### src/rtl/lut_decoder_scoreboard_if.sv
`default_nettype none
// ============================================================================
// Module   : lut_decoder_scoreboard_if
// Brief    : Expected-entry and DUT-result handshake bundle for the scoreboard.
// Revision : 1.0 - initial release
// ============================================================================
interface lut_decoder_scoreboard_if #(
    parameter int WC    = 16,
    parameter int WD    = 64,
    parameter int LOG2N = 6
);
    logic             exp_valid;
    logic             exp_ready;
    logic [LOG2N-1:0] exp_n;
    logic [WC-1:0]    exp_lut_u_n;
    logic [WC-1:0]    exp_lut_v_n;
    logic [WD-1:0]    exp_lut_X_n;
    logic [WD-1:0]    exp_lut_Y_n;

    logic             res_valid;
    logic [WC-1:0]    res_lut_u_n;
    logic [WC-1:0]    res_lut_v_n;
    logic [WD-1:0]    res_lut_X_n;
    logic [WD-1:0]    res_lut_Y_n;

    modport master (
        output exp_valid, exp_n, exp_lut_u_n, exp_lut_v_n, exp_lut_X_n, exp_lut_Y_n,
        output res_valid, res_lut_u_n, res_lut_v_n, res_lut_X_n, res_lut_Y_n,
        input  exp_ready
    );

    modport slave (
        input  exp_valid, exp_n, exp_lut_u_n, exp_lut_v_n, exp_lut_X_n, exp_lut_Y_n,
        input  res_valid, res_lut_u_n, res_lut_v_n, res_lut_X_n, res_lut_Y_n,
        output exp_ready
    );
endinterface
`default_nettype wire

### src/rtl/lut_decoder_scoreboard.sv
`default_nettype none
// ============================================================================
// Module   : lut_decoder_scoreboard
// Brief    : In-order expected/result matcher with per-field tolerance checks,
//            saturating statistics and first-error capture.
// Revision : 1.0 - initial release
// ============================================================================
module lut_decoder_scoreboard #(
    parameter int WC    = 16,
    parameter int WD    = 64,
    parameter int LOG2N = 6,
    parameter int DEPTH = 8,
    parameter int TOL_C = 1,
    parameter int TOL_D = 4,
    parameter int WCNT  = 16
) (
    input  logic                     clk,
    input  logic                     srst,
    input  logic                     enable,
    lut_decoder_scoreboard_if.slave  bus,
    output logic                     cmp_valid,
    output logic [LOG2N-1:0]         cmp_n,
    output logic                     war_u,
    output logic                     war_v,
    output logic                     war_X,
    output logic                     war_Y,
    output logic                     err_u,
    output logic                     err_v,
    output logic                     err_X,
    output logic                     err_Y,
    output logic [WC-1:0]            delta_u,
    output logic [WC-1:0]            delta_v,
    output logic [WD-1:0]            delta_X,
    output logic [WD-1:0]            delta_Y,
    output logic                     orphan,
    output logic [WCNT-1:0]          cmp_cnt,
    output logic [WCNT-1:0]          war_cnt,
    output logic [WCNT-1:0]          err_cnt,
    output logic [WCNT-1:0]          orphan_cnt,
    output logic                     first_err_vld,
    output logic [LOG2N-1:0]         first_err_n,
    output logic [$clog2(DEPTH):0]   pending
);

    localparam int              c_AW      = $clog2(DEPTH);
    localparam logic [c_AW:0]   c_FULL    = (c_AW+1)'(DEPTH);
    localparam logic [WC-1:0]   c_TOL_C   = WC'(TOL_C);
    localparam logic [WD-1:0]   c_TOL_D   = WD'(TOL_D);
    localparam logic [WCNT-1:0] c_CNT_MAX = {WCNT{1'b1}};

    function automatic logic [WC-1:0] f_abs_c(input logic [WC-1:0] a, input logic [WC-1:0] b);
        return (a >= b) ? a - b : b - a;
    endfunction

    function automatic logic [WD-1:0] f_abs_d(input logic [WD-1:0] a, input logic [WD-1:0] b);
        return (a >= b) ? a - b : b - a;
    endfunction

    function automatic logic [WCNT-1:0] f_sat(input logic [WCNT-1:0] c);
        return (c == c_CNT_MAX) ? c : c + 1'b1;
    endfunction

    logic [LOG2N-1:0] r_mem_n [DEPTH];
    logic [WC-1:0]    r_mem_u [DEPTH];
    logic [WC-1:0]    r_mem_v [DEPTH];
    logic [WD-1:0]    r_mem_X [DEPTH];
    logic [WD-1:0]    r_mem_Y [DEPTH];

    logic [c_AW-1:0]  r_wr_ptr;
    logic [c_AW-1:0]  r_rd_ptr;
    logic [c_AW:0]    r_count;

    logic             r_cmp_valid;
    logic [LOG2N-1:0] r_cmp_n;
    logic [3:0]       r_war;
    logic [3:0]       r_err;
    logic [WC-1:0]    r_delta_u;
    logic [WC-1:0]    r_delta_v;
    logic [WD-1:0]    r_delta_X;
    logic [WD-1:0]    r_delta_Y;
    logic             r_orphan;
    logic [WCNT-1:0]  r_cmp_cnt;
    logic [WCNT-1:0]  r_war_cnt;
    logic [WCNT-1:0]  r_err_cnt;
    logic [WCNT-1:0]  r_orphan_cnt;
    logic             r_first_err_vld;
    logic [LOG2N-1:0] r_first_err_n;

    logic             w_full;
    logic             w_empty;
    logic             w_push;
    logic             w_pop;
    logic             w_orphan_evt;
    logic [WC-1:0]    w_delta_u;
    logic [WC-1:0]    w_delta_v;
    logic [WD-1:0]    w_delta_X;
    logic [WD-1:0]    w_delta_Y;
    logic [3:0]       w_err;
    logic [3:0]       w_war;

    assign w_full  = (r_count == c_FULL);
    assign w_empty = (r_count == '0);

    // Full blocks the push even when a pop frees a slot this cycle; an empty
    // queue never forwards a same-cycle push to the result side.
    assign w_push       = enable & bus.exp_valid & ~w_full;
    assign w_pop        = enable & bus.res_valid & ~w_empty;
    assign w_orphan_evt = enable & bus.res_valid & w_empty;

    assign w_delta_u = f_abs_c(bus.res_lut_u_n, r_mem_u[r_rd_ptr]);
    assign w_delta_v = f_abs_c(bus.res_lut_v_n, r_mem_v[r_rd_ptr]);
    assign w_delta_X = f_abs_d(bus.res_lut_X_n, r_mem_X[r_rd_ptr]);
    assign w_delta_Y = f_abs_d(bus.res_lut_Y_n, r_mem_Y[r_rd_ptr]);

    assign w_err = {w_delta_u > c_TOL_C, w_delta_v > c_TOL_C,
                    w_delta_X > c_TOL_D, w_delta_Y > c_TOL_D};
    assign w_war = {w_delta_u != '0, w_delta_v != '0,
                    w_delta_X != '0, w_delta_Y != '0} & ~w_err;

    always_ff @(posedge clk) begin
        if (w_push) begin
            r_mem_n[r_wr_ptr] <= bus.exp_n;
            r_mem_u[r_wr_ptr] <= bus.exp_lut_u_n;
            r_mem_v[r_wr_ptr] <= bus.exp_lut_v_n;
            r_mem_X[r_wr_ptr] <= bus.exp_lut_X_n;
            r_mem_Y[r_wr_ptr] <= bus.exp_lut_Y_n;
        end
    end

    always_ff @(posedge clk) begin
        if (srst) begin
            r_wr_ptr        <= '0;
            r_rd_ptr        <= '0;
            r_count         <= '0;
            r_cmp_valid     <= 1'b0;
            r_cmp_n         <= '0;
            r_war           <= '0;
            r_err           <= '0;
            r_delta_u       <= '0;
            r_delta_v       <= '0;
            r_delta_X       <= '0;
            r_delta_Y       <= '0;
            r_orphan        <= 1'b0;
            r_cmp_cnt       <= '0;
            r_war_cnt       <= '0;
            r_err_cnt       <= '0;
            r_orphan_cnt    <= '0;
            r_first_err_vld <= 1'b0;
            r_first_err_n   <= '0;
        end else begin
            r_cmp_valid <= 1'b0;
            r_cmp_n     <= '0;
            r_war       <= '0;
            r_err       <= '0;
            r_delta_u   <= '0;
            r_delta_v   <= '0;
            r_delta_X   <= '0;
            r_delta_Y   <= '0;
            r_orphan    <= 1'b0;

            if (w_push) begin
                r_wr_ptr <= r_wr_ptr + 1'b1;
            end

            if (w_pop) begin
                r_rd_ptr    <= r_rd_ptr + 1'b1;
                r_cmp_valid <= 1'b1;
                r_cmp_n     <= r_mem_n[r_rd_ptr];
                r_war       <= w_war;
                r_err       <= w_err;
                r_delta_u   <= w_delta_u;
                r_delta_v   <= w_delta_v;
                r_delta_X   <= w_delta_X;
                r_delta_Y   <= w_delta_Y;
                r_cmp_cnt   <= f_sat(r_cmp_cnt);
                // An error on any field takes precedence over warnings.
                if (|w_err) begin
                    r_err_cnt <= f_sat(r_err_cnt);
                    if (!r_first_err_vld) begin
                        r_first_err_vld <= 1'b1;
                        r_first_err_n   <= r_mem_n[r_rd_ptr];
                    end
                end else if (|w_war) begin
                    r_war_cnt <= f_sat(r_war_cnt);
                end
            end

            if (w_orphan_evt) begin
                r_orphan     <= 1'b1;
                r_orphan_cnt <= f_sat(r_orphan_cnt);
            end

            case ({w_push, w_pop})
                2'b10:   r_count <= r_count + 1'b1;
                2'b01:   r_count <= r_count - 1'b1;
                default: r_count <= r_count;
            endcase
        end
    end

    assign bus.exp_ready = ~w_full;
    assign pending       = r_count;

    assign cmp_valid     = r_cmp_valid;
    assign cmp_n         = r_cmp_n;
    assign {err_u, err_v, err_X, err_Y} = r_err;
    assign {war_u, war_v, war_X, war_Y} = r_war;
    assign delta_u       = r_delta_u;
    assign delta_v       = r_delta_v;
    assign delta_X       = r_delta_X;
    assign delta_Y       = r_delta_Y;
    assign orphan        = r_orphan;
    assign cmp_cnt       = r_cmp_cnt;
    assign war_cnt       = r_war_cnt;
    assign err_cnt       = r_err_cnt;
    assign orphan_cnt    = r_orphan_cnt;
    assign first_err_vld = r_first_err_vld;
    assign first_err_n   = r_first_err_n;

endmodule
`default_nettype wire

### src/flat_wrapper.sv
// flat-port wrapper written by rule: the top's interface ports become plain ports
module lut_decoder_scoreboard_flat 
#(
    parameter int WC    = 16,
    parameter int WD    = 64,
    parameter int LOG2N = 6,
    parameter int DEPTH = 8,
    parameter int TOL_C = 1,
    parameter int TOL_D = 4,
    parameter int WCNT  = 16
)
  (clk, srst, enable, cmp_valid, cmp_n, war_u, war_v, war_X, war_Y, err_u, err_v, err_X, err_Y, delta_u, delta_v, delta_X, delta_Y, orphan, cmp_cnt, war_cnt, err_cnt, orphan_cnt, first_err_vld, first_err_n, pending, bus_exp_valid, bus_exp_n, bus_exp_lut_u_n, bus_exp_lut_v_n, bus_exp_lut_X_n, bus_exp_lut_Y_n, bus_res_valid, bus_res_lut_u_n, bus_res_lut_v_n, bus_res_lut_X_n, bus_res_lut_Y_n, bus_exp_ready);
  lut_decoder_scoreboard_if #(.WC(WC), .WD(WD), .LOG2N(LOG2N)) bus_i ();
  input  logic clk;
  input  logic srst;
  input  logic enable;
  output logic cmp_valid;
  output logic [LOG2N-1:0] cmp_n;
  output logic war_u;
  output logic war_v;
  output logic war_X;
  output logic war_Y;
  output logic err_u;
  output logic err_v;
  output logic err_X;
  output logic err_Y;
  output logic [WC-1:0] delta_u;
  output logic [WC-1:0] delta_v;
  output logic [WD-1:0] delta_X;
  output logic [WD-1:0] delta_Y;
  output logic orphan;
  output logic [WCNT-1:0] cmp_cnt;
  output logic [WCNT-1:0] war_cnt;
  output logic [WCNT-1:0] err_cnt;
  output logic [WCNT-1:0] orphan_cnt;
  output logic first_err_vld;
  output logic [LOG2N-1:0] first_err_n;
  output logic [$clog2(DEPTH):0] pending;
  input wire logic [$bits(bus_i.exp_valid)-1:0] bus_exp_valid;
  input wire logic [$bits(bus_i.exp_n)-1:0] bus_exp_n;
  input wire logic [$bits(bus_i.exp_lut_u_n)-1:0] bus_exp_lut_u_n;
  input wire logic [$bits(bus_i.exp_lut_v_n)-1:0] bus_exp_lut_v_n;
  input wire logic [$bits(bus_i.exp_lut_X_n)-1:0] bus_exp_lut_X_n;
  input wire logic [$bits(bus_i.exp_lut_Y_n)-1:0] bus_exp_lut_Y_n;
  input wire logic [$bits(bus_i.res_valid)-1:0] bus_res_valid;
  input wire logic [$bits(bus_i.res_lut_u_n)-1:0] bus_res_lut_u_n;
  input wire logic [$bits(bus_i.res_lut_v_n)-1:0] bus_res_lut_v_n;
  input wire logic [$bits(bus_i.res_lut_X_n)-1:0] bus_res_lut_X_n;
  input wire logic [$bits(bus_i.res_lut_Y_n)-1:0] bus_res_lut_Y_n;
  output wire logic [$bits(bus_i.exp_ready)-1:0] bus_exp_ready;
  assign bus_i.exp_valid = bus_exp_valid;
  assign bus_i.exp_n = bus_exp_n;
  assign bus_i.exp_lut_u_n = bus_exp_lut_u_n;
  assign bus_i.exp_lut_v_n = bus_exp_lut_v_n;
  assign bus_i.exp_lut_X_n = bus_exp_lut_X_n;
  assign bus_i.exp_lut_Y_n = bus_exp_lut_Y_n;
  assign bus_i.res_valid = bus_res_valid;
  assign bus_i.res_lut_u_n = bus_res_lut_u_n;
  assign bus_i.res_lut_v_n = bus_res_lut_v_n;
  assign bus_i.res_lut_X_n = bus_res_lut_X_n;
  assign bus_i.res_lut_Y_n = bus_res_lut_Y_n;
  assign bus_exp_ready = bus_i.exp_ready;
  lut_decoder_scoreboard #(.WC(WC), .WD(WD), .LOG2N(LOG2N), .DEPTH(DEPTH), .TOL_C(TOL_C), .TOL_D(TOL_D), .WCNT(WCNT)) u_core (.clk(clk), .srst(srst), .enable(enable), .bus(bus_i), .cmp_valid(cmp_valid), .cmp_n(cmp_n), .war_u(war_u), .war_v(war_v), .war_X(war_X), .war_Y(war_Y), .err_u(err_u), .err_v(err_v), .err_X(err_X), .err_Y(err_Y), .delta_u(delta_u), .delta_v(delta_v), .delta_X(delta_X), .delta_Y(delta_Y), .orphan(orphan), .cmp_cnt(cmp_cnt), .war_cnt(war_cnt), .err_cnt(err_cnt), .orphan_cnt(orphan_cnt), .first_err_vld(first_err_vld), .first_err_n(first_err_n), .pending(pending));
endmodule
### config.mk
export PLATFORM = sky130hd
export DESIGN_NAME = lut_decoder_scoreboard_flat
export DESIGN_NICKNAME = d
export VERILOG_FILES = /design/src/rtl/lut_decoder_scoreboard_if.sv /design/src/rtl/lut_decoder_scoreboard.sv /design/src/flat_wrapper.sv
export SDC_FILE = /design/constraint.sdc
export NUM_CORES = 2
export LEC_CHECK = 0
export CAP_MARGIN = 20
export CELL_PAD_IN_SITES_DETAIL_PLACEMENT = 0
export CELL_PAD_IN_SITES_GLOBAL_PLACEMENT = 2
export CORE_MARGIN = 4
export CORE_UTILIZATION = 29
export CTS_CLUSTER_SIZE = 16
export DETAILED_ROUTE_END_ITERATION = 6
export DONT_BUFFER_PORTS = 1
export GPL_TIMING_DRIVEN = 0
export HOLD_SLACK_MARGIN = 0.12
export PLACE_DENSITY = 0.57
export SLEW_MARGIN = 0
export SYNTH_ARGS = -nofsm -noshare
export SYNTH_HDL_FRONTEND = slang
export SYNTH_SLANG_ARGS = --single-unit
### constraint.sdc
create_clock -name clk -period 36.3 [get_ports clk]
set_input_delay 7.26 -clock clk [delete_from_list [all_inputs] [get_ports clk]]
set_output_delay 7.26 -clock clk [all_outputs]
set_load 0.05 [all_outputs]
**Yosys cells after proc, flatten, opt, wreduce, memory -nomap -nowiden**

Memories as Yosys holds them, arrays and structs flattened. A register that Yosys moved wholly into a read port is not among the register bits.
Index checks and enable logic that the tools add are counted.

- Bits in latches: 0
- Output and inout bits: 252
- Input bits: 331
- Flip-flop bits (word level): 257
- Memory bits (writable): 1,328
- Memories: 5
- ROM bits: 0
- Logic and storage cells: 104

Memory list:

| memory | depth | width | rd ports | clocked after Yosys merged registers in | write ports | RTL line | source |
|---|---|---|---|---|---|---|---|
| u_core.r_mem_X | 8 | 64 | 1 | 1 | 1 | lut_decoder_scoreboard.sv:66 | `logic [WD-1:0] r_mem_X [DEPTH];` |
| u_core.r_mem_Y | 8 | 64 | 1 | 1 | 1 | lut_decoder_scoreboard.sv:67 | `logic [WD-1:0] r_mem_Y [DEPTH];` |
| u_core.r_mem_u | 8 | 16 | 1 | 1 | 1 | lut_decoder_scoreboard.sv:64 | `logic [WC-1:0] r_mem_u [DEPTH];` |
| u_core.r_mem_v | 8 | 16 | 1 | 1 | 1 | lut_decoder_scoreboard.sv:65 | `logic [WC-1:0] r_mem_v [DEPTH];` |
| u_core.r_mem_n | 8 | 6 | 1 | 1 | 1 | lut_decoder_scoreboard.sv:63 | `logic [LOG2N-1:0] r_mem_n [DEPTH];` |

- Shift-type cells: 0
- Reduce and logical (&&, ||, !) cells: 15
- Multipliers: 0
- $lt $le $gt $ge: 8
- Mux-type cells: 19
- Divide/modulo/power cells: 0
- Add/sub/neg operators: 16
- Equality and inequality tests: 7
- Bitwise gates (word level): 16

Operator list:

| cell | number |
|---|---|
| $sub A64 B64 Y64 | 4 |
| $ge A64 B64 Y1 | 2 |
| $gt A64 B3 Y1 const B | 2 |
| $mux W64 | 2 |
| $reduce_bool A64 Y1 | 2 |
| $add A16 B1 Y16 const B | 4 |
| $eq A16 B16 Y1 const B | 4 |
| $sub A16 B16 Y16 | 4 |
| $ge A16 B16 Y1 | 2 |
| $gt A16 B1 Y1 const B | 2 |
| $mux W16 | 2 |
| $reduce_bool A16 Y1 | 2 |
| $mux W3 | 10 |
| $not A1 Y1 | 9 |
| $pmux W4 S2 | 1 |
| $reduce_or A4 Y1 | 2 |
| $add A3 B1 Y3 const B | 2 |
| $reduce_and A2 Y1 | 3 |
| $reduce_and A3 Y1 | 2 |
| $and A1 B1 Y1 | 5 |
| $add A4 B1 Y4 const B | 1 |
| $and A4 B4 Y4 | 1 |
| $eq A4 B4 Y1 const B | 1 |
| $logic_not A4 Y1 | 1 |
| 8 further kinds | 11 |

**Longest topological paths before layout**

- Depth in word-level cells: 7
- Mapped depth: 28
- Depth with buffers taken out: 19

**Worst setup path before layout**

Ideal clock, no wire load.

- Path type: input port to flip-flop
- From: input port bus_exp_valid
- To: memory u_core.r_mem_X[0][0] (enable)
- Path slack: 16.610 ns
- Arrival: 18.795 ns
- Cell stages on the path: 3
- Path buffers: 0
- Required time: 35.405 ns
- Library setup time: 0.895 ns
- Path through: and3_1 nand2b_1 nor3_1

- Cells in the longest elaborated chain, start to end: 4

RTL lines:

| what | RTL line | source |
|---|---|---|
| from (decl) | flat_wrapper.sv:39 | `input wire logic [$bits(bus_i.exp_valid)-1:0] bus_exp_valid;` |
| $and A1 B1 Y1 (2 in series) | lut_decoder_scoreboard.sv:106 | `assign w_push = enable & bus.exp_valid & ~w_full;` |
| $mux W1 | lut_decoder_scoreboard.sv:121 | `if (w_push) begin` |
| $mux W1 (not written as such) | lut_decoder_scoreboard.sv:125 | `r_mem_X[r_wr_ptr] <= bus.exp_lut_X_n;` |
| to (decl) | lut_decoder_scoreboard.sv:66 |  |

No other way between the ends.

**Final worst setup path**

- From: input port bus_res_lut_Y_n[0]
- To: register u_core.r_war_cnt[13], in the netlist u_core.war_cnt[13]

- Cells in the longest elaborated chain, start to end: 7
- Elaborated cells between the ends (all ways): 12
- Classes of those cells: add/sub (2); order compare (2); mux (1); bitwise (3); reduce/logical (4)

RTL lines:

| what | RTL line | source |
|---|---|---|
| from (decl) | flat_wrapper.sv:49 | `input wire logic [$bits(bus_i.res_lut_Y_n)-1:0] bus_res_lut_Y_n;` |
| $sub A64 B64 Y64 or $ge A64 B64 Y1 (tied branches) | lut_decoder_scoreboard.sv:56 | `return (a >= b) ? a - b : b - a;` |
| $mux W64 (*) | lut_decoder_scoreboard.sv:56 |  |
| $gt A64 B3 Y1 | lut_decoder_scoreboard.sv:116 | `w_delta_X > c_TOL_D, w_delta_Y > c_TOL_D};` |
| $not A4 Y4 | lut_decoder_scoreboard.sv:118 | `w_delta_X != '0, w_delta_Y != '0} & ~w_err;` |
| $and A4 B4 Y4 | lut_decoder_scoreboard.sv:118 |  |
| $reduce_or A4 Y1 | lut_decoder_scoreboard.sv:183 | `end else if (\|w_war) begin` |
| $reduce_and A4 Y1 (no source line) (*) | - |  |
| to (signal assigned) | lut_decoder_scoreboard.sv:184 | `r_war_cnt <= f_sat(r_war_cnt);` |
| to (decl) | lut_decoder_scoreboard.sv:83 | `logic [WCNT-1:0] r_war_cnt;` |

Mark *: on every way between the ends. The rest lies on a longest branch, timed or not.
A chain may end at the register's enable or synchronous reset.

==> results by group <==
Synthesis
  – Register area share after synthesis: 0.571
  – Post-synthesis adder-cell area fraction: 0.0538
  – Unique masters post-synth: 109
  – Compound-Gate Fraction of Synth Area: 0.105
  – Post-synthesis register bit count: roughly 1,600
  – Area leader, netlist: edfxtp_1
  – Synth Area per Inst: roughly 13 sq um
  – Yosys warns: 0
  – Synth area leaders: edfxtp_1 50%, mux4_2 9.5%, dfxtp_1 6.6%
  – Xor/xnor share of the synthesized area: 0.0218
  – EDFF count, synth: approximately 1,300
  – Largest family of logic cells by synthesized area: multiplexers
  – Yosys top cell area share: 0.505
  – Simple-gate share of the synthesized area: 0.0857
  – Asr flop ratio synth: 0
  – Syn Nets: about 6,700
  – Ys flop type: edfxtp_1
  – Synth Cell Area: approximately 0.079 sq mm
  – Cell count after synthesis: around 6,100
  – Mux share of post-synthesis cell area: 0.126

Critical path
  – Critical path's largest stage delay: roughly 0.73 ns
  – CP endpoint kind: register
  – CP Launch Type: input port
  – Crit path kind: in -> reg
  – CP endpoint: u_core.war_cnt[13]
  – Critical Path RT: roughly 37 ns
  – CP top delay family: simple AND/OR/NAND/NOR gates
  – Reg-to-reg endpoint: u_core.war_cnt[13]
  – Crit path max-delay cell type: or4_1
  – Critical path's most frequent cell: buf_2
  – Crit-path cells: inv_1 -> ha_1 -> fa_1 -> nand3b_1 -> nand2_1 -> a2111oi_0 -> buf_1 -> o311a_2 -> o221ai_4 -> buf_2 -> buf_4 -> a31oi_1 -> xnor2_1 -> nand3_1 -> nor4_1 -> nand4_1 -> or4_1 -> buf_2 -> buf_2 -> o311ai_0 -> o41ai_1
  – R2R setup slack: 25.78 ns
  – Critical path origin: bus_res_lut_Y_n[0]
  – Reg2reg path depth: 28
  – Crit path depth: 21
  – CP max FO: 10
  – CP Buf/Inv Count: 6
  – CP arrival: approximately 14 ns

Clock network
  – H-Tree Depth: 4
  – CTS Sinks: between 1,500 and 2,000
  – CTS Hold Buffers Added: 0
  – Setup Buffers After CTS: 0
  – CTS resizes: 0
  – CTS tree: yes
  – Clock transition at the registers of the reported paths: around 0.06 ns
  – Cts bufs inserted: around 180
  – Clock Tree Buf Depth: 4
  – Root buf cell: clkbuf_16
  – Worst-skew pair later-pin latency: between 0.8 and 0.9 ns

Routing
  – Post-Route WL: slightly above 300,000 um
  – DRT iter0 DRCs: between 4,000 and 5,000
  – DR pass1 iterations: 6
  – Via density per instance: around 5.3
  – DR WL/cell: slightly above 30 um
  – Via count: roughly 53,000
  – Residual DRC: 0
  – ANT nets after route: 0

Final layout
  – Layout cells sized above 1: 0.155
  – Post-route insts no fill: about 10,000
  – Multi-input logic area: roughly 0.031 sq mm
  – Commonest non-fill, non-tap cells in the layout: 1,328 x edfxtp_1, 463 x a21oi_1, 442 x nor2_1, 381 x inv_1, 332 x mux4_2
  – Layout fillers: ~27,000
  – Synthesis-to-finish area growth: 16.4%
  – NumNets Final: around 7,100
  – Most common cell after layout, fill and taps aside: edfxtp_1
  – Register area: between 0.04 and 0.05 sq mm

Floorplan
  – Initial Util: 0.291
  – Ports: about 580
  – Die span in y: about 530 um
  – Core box area: 0.271 sq mm
  – Die area: between 0.2 and 0.3 sq mm
  – Core Rows: between 150 and 200
  – Chip width: 530 um

Timing
  – PnR worst setup slack: ~23 ns
  – RSZ-0062 raised after global routing: no
  – Final hold vios: 0
  – Max_slew headroom: 0.243
  – Setup TNS: 0 ns
  – Fin. max-slew vios: 0
  – Final Skew: 0.0563 ns
  – Max Freq: roughly 0.076 GHz
  – Least-Margin Pin Slew: ~1.1 ns
  – Final setup fails: 0
  – Period utilisation layout: 0.364
  – Fin crit period: between 10 and 15 ns

Placement
  – RePlAce Congestion: slightly above 0.9
  – HPWL Detailed: approximately 250,000 um
  – DP Worst Slack: about 22 ns
  – Port bufs: 0
  – Post-placement cell count: approximately 9,800

Hold path
  – Hold Path Class: reg -> reg
  – HP Start: u_core.r_rd_ptr[1]

Global route
  – Antenna violations before repair: 35
  – Total congestion overflow: 0
  – GRT Total Usage: 0.215
  – Largest net degree at the start of global routing: 24
  – First-pass GRT wire length: around 430,000 um
  – Vias in the first global route: 54,100

Pwr
  – Pwr Density: 52.3 mW/mm^2
  – Lkg Pwr: 31.3 nW
  – VDD IR-drop max: approximately 0.042 mV
  – Power Total: approximately 4.8 mW

Flow run
  – Max-cap violations: 0

Outcome
  – Outcome: completed
-- how the worst min path moves through the flow --
| stage | endpoint | slack (ns) | cells past startpoint |
|---|---|---|---|
| detailed placement | u_core.r_wr_ptr[0] | 0.49 | 2 |
| global route | u_core.r_wr_ptr[0] | 0.51 | 2 |
| CTS | u_core.r_wr_ptr[0] | 0.50 | 2 |
| global placement | u_core.r_rd_ptr[1] | 0.48 | 2 |
| floorplan | register | 0.45 | 2 |
| finish | u_core.r_rd_ptr[1] | 0.49 | 2 |
-- area by class of cell --
| class | instances | share of cell area |
|---|---|---|
| sequential | 1588 | 0.490 |
| multi-input combinational | 3800 | 0.338 |
| clock buffer | 245 | 0.0538 |
| tap | 3570 | 0.0486 |
| timing repair buffer | 158 | 0.0279 |
| buffer | 296 | 0.0163 |
| inverter | 383 | 0.0156 |
| clock inverter | 80 | 0.00928 |
| antenna | 25 | 0.000680 |
-- state kept, by name (all words and copies together) (netlist names), 3 cells and up, named ones only --
| name | count |
|---|---|
| u_core.cmp_cnt | 16 |
| u_core.cmp_n | 6 |
| u_core.delta_X | 64 |
| u_core.delta_Y | 64 |
| u_core.delta_u | 16 |
| u_core.delta_v | 16 |
| u_core.err_cnt | 16 |
| u_core.first_err_n | 6 |
| u_core.orphan_cnt | 16 |
| u_core.pending | 4 |
| u_core.r_err | 4 |
| u_core.r_mem_X | 512 |
| u_core.r_mem_Y | 512 |
| u_core.r_mem_n | 48 |
| u_core.r_mem_u | 128 |
| u_core.r_mem_v | 128 |
| u_core.r_rd_ptr | 3 |
| u_core.r_war | 4 |
| u_core.r_wr_ptr | 3 |
| u_core.war_cnt | 16 |
-- through the flow --
step / area (sq um) / util / hold slack (ns)
floorplan: 79000 / - / 0.454
global placement: 83400 / 0.308 / 0.475
detailed placement: 85900 / 0.317 / 0.489
CTS: 91700 / 0.338 / 0.497
global route: 91900 / 0.339 / 0.513
finish: 92000 / 0.339 / 0.492
-- routing by layer --
metal | part of all wire | vias to the layer above | wire length (um) | track usage
met1 | 0.43 | 27600 | 135000 | 0.285
met4 | 0.031 | 6 | 9820 | 0.0661
li1 | - | 23900 | - | -
met2 | 0.47 | 1619 | 146000 | 0.350
met3 | 0.069 | 344 | 21400 | 0.0511
met5 | 0.00011 | - | 34 | 0
-- where the power goes --
part           total [mW]  internal [mW]  switching, mW
sequential           2.04           2.00         0.0415
combinational       0.975          0.307          0.668
clock                1.79           1.04          0.753
total                4.81           3.35           1.46
-- synthesized netlist by cell type, types with 44 or more instances --
library cell     n
a211oi_1        44
mux2i_1        227
xor2_1          98
inv_1          381
ha_1           325
edfxtp_1      1328
o211ai_1        45
clkbuf_1        98
nor3_1          82
and2_1          47
mux4_2         332
nand4_1        123
nand2_1        316
dfxtp_1        260
buf_1           53
o21ai_0        272
a21oi_1        463
o21bai_1        44
xnor2_1         95
a21o_1          85
nor2_1         448
buf_2           89
nand3_1        103
-- worst register-to-register path, delay by kind of cell, from the launching register on --
kind                       cells  cell delay [ns]
muxes                          2             0.80
adders and majority gates      2             0.64
AOI/OAI and AO/OA              6             1.74
and+or+nand+nor                6             2.16
buffers and inverters         11             4.08
DFF                            1             0.31
xor gates and xnor gates       1             0.65
-- cell families after synthesis --
family	Yosys count
AO/OA/AOI/OAI	1316
XOR/XNOR	195
adder cells (fa/ha/maj)	334
buffers and inverters	679
flip-flops	1588
multiplexers	574
AND/OR/NAND/NOR	1381
No activity file was read; power rests on OpenSTA's default activity.
